==> src/rtl/spi_bridge_pkg.sv <==
// Shared types and constants for the SPI byte-to-register-bus bridge.
package spi_bridge_pkg;

    // Default byte width; matches the spi shift engine buffer width.
    localparam int DEF_DATA_BITS = 8;
    // Register address width: the command byte minus its read/write flag.
    localparam int DEF_ADDR_BITS = DEF_DATA_BITS - 1;
    // Position of the read flag inside the command byte.
    localparam int CMD_READ_BIT  = DEF_DATA_BITS - 1;

    // Bridge FSM states.
    typedef enum logic [2:0] {
        IDLE       = 3'd0,
        WR_DATA    = 3'd1,
        RD_REQ     = 3'd2,
        RD_WAIT    = 3'd3,
        RD_PRESENT = 3'd4
    } state_t;

endpackage

==> src/rtl/spi_reg_bridge.sv <==
// Byte-level command decoder between the spi shift engine and a register bank.
// The first byte of a frame (cs low) is a command: MSB=1 read, MSB=0 write,
// low bits = start address. Write frames turn each later byte into a register
// write; read frames prefetch register bytes and offer them to spi. Both
// directions auto-increment the address modulo 2^ADDR_BITS.
//
// tx handshake: tx_valid rises with tx_data and both stay stable until a clock
// edge samples tx_valid & tx_ready high; the byte is consumed on that edge.
module spi_reg_bridge
    import spi_bridge_pkg::*;
#(
    parameter int DATA_BITS = DEF_DATA_BITS,
    parameter int ADDR_BITS = DEF_ADDR_BITS
) (
    input  logic                 clk,
    input  logic                 reset,
    input  logic                 cs,
    input  logic [DATA_BITS-1:0] rx_data,
    input  logic                 rx_strobe,
    output logic [DATA_BITS-1:0] tx_data,
    output logic                 tx_valid,
    input  logic                 tx_ready,
    output logic [ADDR_BITS-1:0] reg_addr,
    output logic [DATA_BITS-1:0] reg_wdata,
    output logic                 reg_we,
    output logic                 reg_re,
    input  logic [DATA_BITS-1:0] reg_rdata,
    output state_t               state_dbg
);

    // Read flag position for this instance's byte width.
    localparam int READ_BIT = DATA_BITS - 1;

    state_t                 state_q,     state_d;
    logic [ADDR_BITS-1:0]   addr_q,      addr_d;
    logic [DATA_BITS-1:0]   tx_data_q,   tx_data_d;
    logic                   tx_valid_q,  tx_valid_d;
    logic [ADDR_BITS-1:0]   reg_addr_q,  reg_addr_d;
    logic [DATA_BITS-1:0]   reg_wdata_q, reg_wdata_d;
    logic                   reg_we_q,    reg_we_d;
    logic                   reg_re_q,    reg_re_d;

    // State and registered outputs; async active-low reset.
    always_ff @(posedge clk or negedge reset) begin
        if (!reset) begin
            state_q     <= IDLE;
            addr_q      <= '0;
            tx_data_q   <= '0;
            tx_valid_q  <= 1'b0;
            reg_addr_q  <= '0;
            reg_wdata_q <= '0;
            reg_we_q    <= 1'b0;
            reg_re_q    <= 1'b0;
        end else begin
            state_q     <= state_d;
            addr_q      <= addr_d;
            tx_data_q   <= tx_data_d;
            tx_valid_q  <= tx_valid_d;
            reg_addr_q  <= reg_addr_d;
            reg_wdata_q <= reg_wdata_d;
            reg_we_q    <= reg_we_d;
            reg_re_q    <= reg_re_d;
        end
    end

    // Next-state, address counter and bus-output decode.
    always_comb begin
        state_d     = state_q;
        addr_d      = addr_q;
        tx_data_d   = tx_data_q;
        tx_valid_d  = tx_valid_q;
        reg_addr_d  = reg_addr_q;
        reg_wdata_d = reg_wdata_q;
        reg_we_d    = 1'b0;
        reg_re_d    = 1'b0;

        if (cs) begin
            // Frame boundary wins over everything, including a same-cycle
            // strobe; any pending read byte is dropped.
            state_d    = IDLE;
            tx_valid_d = 1'b0;
        end else begin
            case (state_q)
                IDLE: begin
                    if (rx_strobe) begin
                        addr_d  = rx_data[ADDR_BITS-1:0];
                        state_d = rx_data[READ_BIT] ? RD_REQ : WR_DATA;
                    end
                end
                WR_DATA: begin
                    if (rx_strobe) begin
                        reg_we_d    = 1'b1;
                        reg_addr_d  = addr_q;
                        reg_wdata_d = rx_data;
                        addr_d      = addr_q + ADDR_BITS'(1);
                    end
                end
                RD_REQ: begin
                    state_d = RD_WAIT;
                end
                RD_WAIT: begin
                    // reg_rdata is valid now, one cycle after the reg_re pulse.
                    tx_data_d  = reg_rdata;
                    tx_valid_d = 1'b1;
                    state_d    = RD_PRESENT;
                end
                RD_PRESENT: begin
                    if (tx_valid_q && tx_ready) begin
                        tx_valid_d = 1'b0;
                        addr_d     = addr_q + ADDR_BITS'(1);
                        state_d    = RD_REQ;
                    end
                end
                default: begin
                    state_d = IDLE;
                end
            endcase

            // The read pulse lives exactly in the RD_REQ cycle, so it is
            // armed on every entry into RD_REQ with the address in use there.
            if (state_d == RD_REQ) begin
                reg_re_d   = 1'b1;
                reg_addr_d = addr_d;
            end
        end
    end

    assign tx_data   = tx_data_q;
    assign tx_valid  = tx_valid_q;
    assign reg_addr  = reg_addr_q;
    assign reg_wdata = reg_wdata_q;
    assign reg_we    = reg_we_q;
    assign reg_re    = reg_re_q;
    assign state_dbg = state_q;

endmodule

==> config.mk <==
export PLATFORM = sky130hd
export DESIGN_NAME = spi_reg_bridge
export DESIGN_NICKNAME = d
export VERILOG_FILES = /design/src/rtl/spi_bridge_pkg.sv /design/src/rtl/spi_reg_bridge.sv
export SDC_FILE = /design/constraint.sdc
export NUM_CORES = 1
export LEC_CHECK = 0
export CELL_PAD_IN_SITES_DETAIL_PLACEMENT = 1
export CELL_PAD_IN_SITES_GLOBAL_PLACEMENT = 2
export CORE_UTILIZATION = 29
export CTS_CLUSTER_DIAMETER = 120
export DETAILED_ROUTE_END_ITERATION = 8
export HOLD_SLACK_MARGIN = 0.12
export PLACE_DENSITY_LB_ADDON = 0.1
export SKIP_LAST_GASP = 1
export SLEW_MARGIN = 10
export SYNTH_ARGS = -nofsm -noshare
export SYNTH_HDL_FRONTEND = slang
export SYNTH_SLANG_ARGS = --single-unit
==> constraint.sdc <==
create_clock -name clk -period 2.7 [get_ports clk]
set_input_delay 0.675 -clock clk [delete_from_list [all_inputs] [get_ports clk]]
set_output_delay 0.675 -clock clk [all_outputs]
set_load 0.01 [all_outputs]
==> results.toml <==
[status]
outcome = "finished, final reports clean"

[floorplan]
die_area_um2 = 6680
die_w_um = 81.7
fp.dieH_um = 81.7
io_pins = 50
rows = 28
start_util_pct = 30.6
core_area_um2 = 6030

[global_routing]
met1_usage_pct = 22.5
use_met2_pct = 28.0
grt_pass1_wl_um = 8480
antenna_found_initial = 0
met3_usage_pct = 3.44
busiest_layer = "met2"
gr-usage-all-layers_pct = 17.3
grt-ovfl-total = 0
grt_pass1_vias = 1675
grt_start_max_net_pins = 37

[sta]
fin_crit_sh_pct = 86.3
clock_skew_ps = 5.41
worst_pin_slew_ps = 577
whs_ps = 480
fin_setup_tns_ps = 0
grt_setup_unrepaired = "no"
finalSetupViolCount = 0
slew_violations = 0
max_freq_ghz = 0.429
max_slew_margin_pct = 61.6
period_minus_slack_ps = 2330
finalHoldViolations = 0

[yosys]
syn-instance-count = 184
avgSynthCellArea_um2 = 10.0
synth_area_leader_cell = "dfrtp_1"
syn_area_um2 = 1840
ys_seq_elements = 36
yosysWarnings = 0
synth.area.top_cells = "dfrtp_1 (49%), nand2_1 (9.6%), mux2_1 (3.7%)"
synth_top_area_share_pct = 48.8
synthDistinctLibCells = 48
synth-seq-area-share_pct = 48.8
postSynthNetCount = 206

[detailed_routing]
via_count = 1613
drc_errors = 0
post_drt_via_cell_ratio = 5.10
drt-total-wl_um = 5280
avgRoutedWirePerCell_um = 16.7
drt_first_pass_iters = 4
final_antenna_net_count = 0
first_iter_violations = 63

[placement]
io_buffer_count = 49
place_congestion = 0.808
placedInstanceArea_um2 = 2450
dp_hpwl_um = 3840

[final_layout]
syn_to_final_growth_pct = 38.5
finalNetCount = 262
drive_above_1_share_pct = 12.0
antennaDiodeCount = 0
design_area_um2 = 2550

[flow_run]
maxCapViolCount = 0

[worst_setup_path]
start_kind = "flop"
critPathRequiredTime_ps = 2030
max_stage_delay_ps = 710
cp.arrival_ps = 1660
crit_type = "reg -> out"
cp_slowest_cell = "dfrtp_1"
critPathBufInv = 1
critical_path.max_fanout = 17
worstSetupEndpointType = "primary output"
path_cells = "clkdlybuf4s50_1"
critPathTopFamily = "flip-flops"

[power]
peakVddDrop_v = 0.000404
pwr-share-clk_pct = 23.2
p_leak_nw = 1.14
power.density_nw_per_um2 = 806
swShare_pct = 31.1
p_seq_share_pct = 41.0
finalPower_mw = 2.06
p_int_mw = 1.42
p_sw_uw = 641
p_comb_share_pct = 35.7

[cts]
cts_tree = "yes"
clock_sinks = 36
clk_pin_slew_ps = 80
h-tree-depth = 2
postCtsSetupBuffers = 0
clock_latency_ps = 290
post_cts_resized = 0
max-clock-path-buffers = 2
cts_root_buffer = "clkbuf_8"
ctsHoldBuffers = 0
numCtsBuffers = 5

[hold_path]
min_path_type = "reg -> reg"
## synth_stat cells, drive strengths merged
| cell type | n |
|---|---|
| nand3b | 2 |
| a2bb2oi | 2 |
| or2b | 1 |
| nand2 | 47 |
| a211o | 1 |
| or3b | 1 |
| clkbuf | 4 |
| a222oi | 1 |
| ha | 1 |
| nor3 | 4 |
| mux2 | 10 |
| mux2i | 2 |
| a211oi | 2 |
| a22oi | 4 |
| a22o | 3 |
| and3b | 2 |
| a221oi | 1 |
| nand2b | 2 |
| buf | 4 |
| nor2 | 5 |
| inv | 4 |
| a21o | 6 |
| dfrtp | 36 |
| a21oi | 3 |
| nand4b | 2 |
| a221o | 1 |
| o21ai | 10 |
| o211ai | 1 |
| or3 | 1 |
| nor2b | 4 |
| nand4 | 2 |
| or2 | 1 |
| a21boi | 2 |
| o31ai | 2 |
| and2 | 3 |
| nand3 | 3 |
| nor4b | 1 |
| a32oi | 3 |
## power by group through the flow
stage	Sequential [mW]	Combinational (mW)	Clock, mW
finish	0.845	0.736	0.478
global route	0.871	0.809	0.516
CTS	0.847	0.746	0.489
detailed placement	0.858	0.743	0
global placement	0.849	0.734	0
floorplan	0.895	0.268	0
## routing by layer
layer | wire length (um) | part of all wire [%]
met1 | 2450 | 46
met2 | 2530 | 48
met3 | 217 | 4.1
met4 | 80 | 1.5
met5 | 0 | 0
## placed cells by master (no fill, tap or decap), types with 3 or more instances in the layout
cell | netlist | routed
o21ai_1 | 5 | 5
o21ai_0 | 5 | 5
dfrtp_1 | 36 | 36
inv_1 | 3 | 3
mux2_1 | 6 | 6
a22o_1 | 3 | 3
nor2b_1 | 4 | 4
mux2_2 | 4 | 4
nor3_1 | 3 | 3
clkdlybuf4s50_1 | 0 | 49
buf_4 | 0 | 8
a22oi_1 | 4 | 4
nor2_1 | 5 | 5
nand3_1 | 3 | 3
clkbuf_8 | 0 | 5
a32oi_1 | 3 | 3
a21o_1 | 6 | 6
nand2_1 | 47 | 47
## through the flow
stage                     setup WS (ps)  util (%)  instances
after global routing                233      42.4        316
final                               369      42.4        316
after global placement              122      40.6        308
after CTS                           375      42.4        316
after detailed placement           89.2      40.6        308
after floorplan                     667         -        184
## worst paths after layout
path                         startpoint      endpoint  slack, ps  cells after the start
setup / recovery           state_dbg[1]  state_dbg[1]        370                      1
hold / removal             reg_wdata[4]  reg_wdata[4]        480                      2
setup reg to reg           state_dbg[2]   reg_addr[2]        590                      5
hold reg to reg            reg_wdata[4]  reg_wdata[4]        480                      2
max in group asynchronous         reset   reg_addr[4]       1560                      2
min in group asynchronous         reset    tx_data[1]        810                      2
## layout make-up
cell class / instances / area (um^2)
Fill cell: 704 / 3470
Sequential cell: 36 / 901
Multi-Input combinational cell: 136 / 887
Timing Repair Buffer: 57 / 551
Tap cell: 75 / 93.8
Clock buffer: 6 / 72.6
Clock inverter: 2 / 35.0
Inverter: 4 / 15.0
## registers in the layout, summed over array words and instances (netlist names)
| register | flops |
|---|---|
| addr_q | 7 |
| reg_addr | 7 |
| reg_re | 1 |
| reg_wdata | 8 |
| reg_we | 1 |
| state_dbg | 3 |
| tx_data | 8 |
| tx_valid | 1 |
## cell families after synthesis
logic type / after synthesis / share of synthesized area [%]
DFF: 36 / 48.8
buffers and inverters: 12 / 3.05
and+or+nand+nor: 81 / 22.7
adders and majority gates: 1 / 0.678
AOI/OAI and AO/OA: 42 / 17.5
muxes: 12 / 7.19
## tightest hold or removal path, stage by stage, from the launching register on
cell and delay (ps):
dfrtp_1 350, nand2_1 50, nand2_1 50
(Power assumes the default switching activity.)
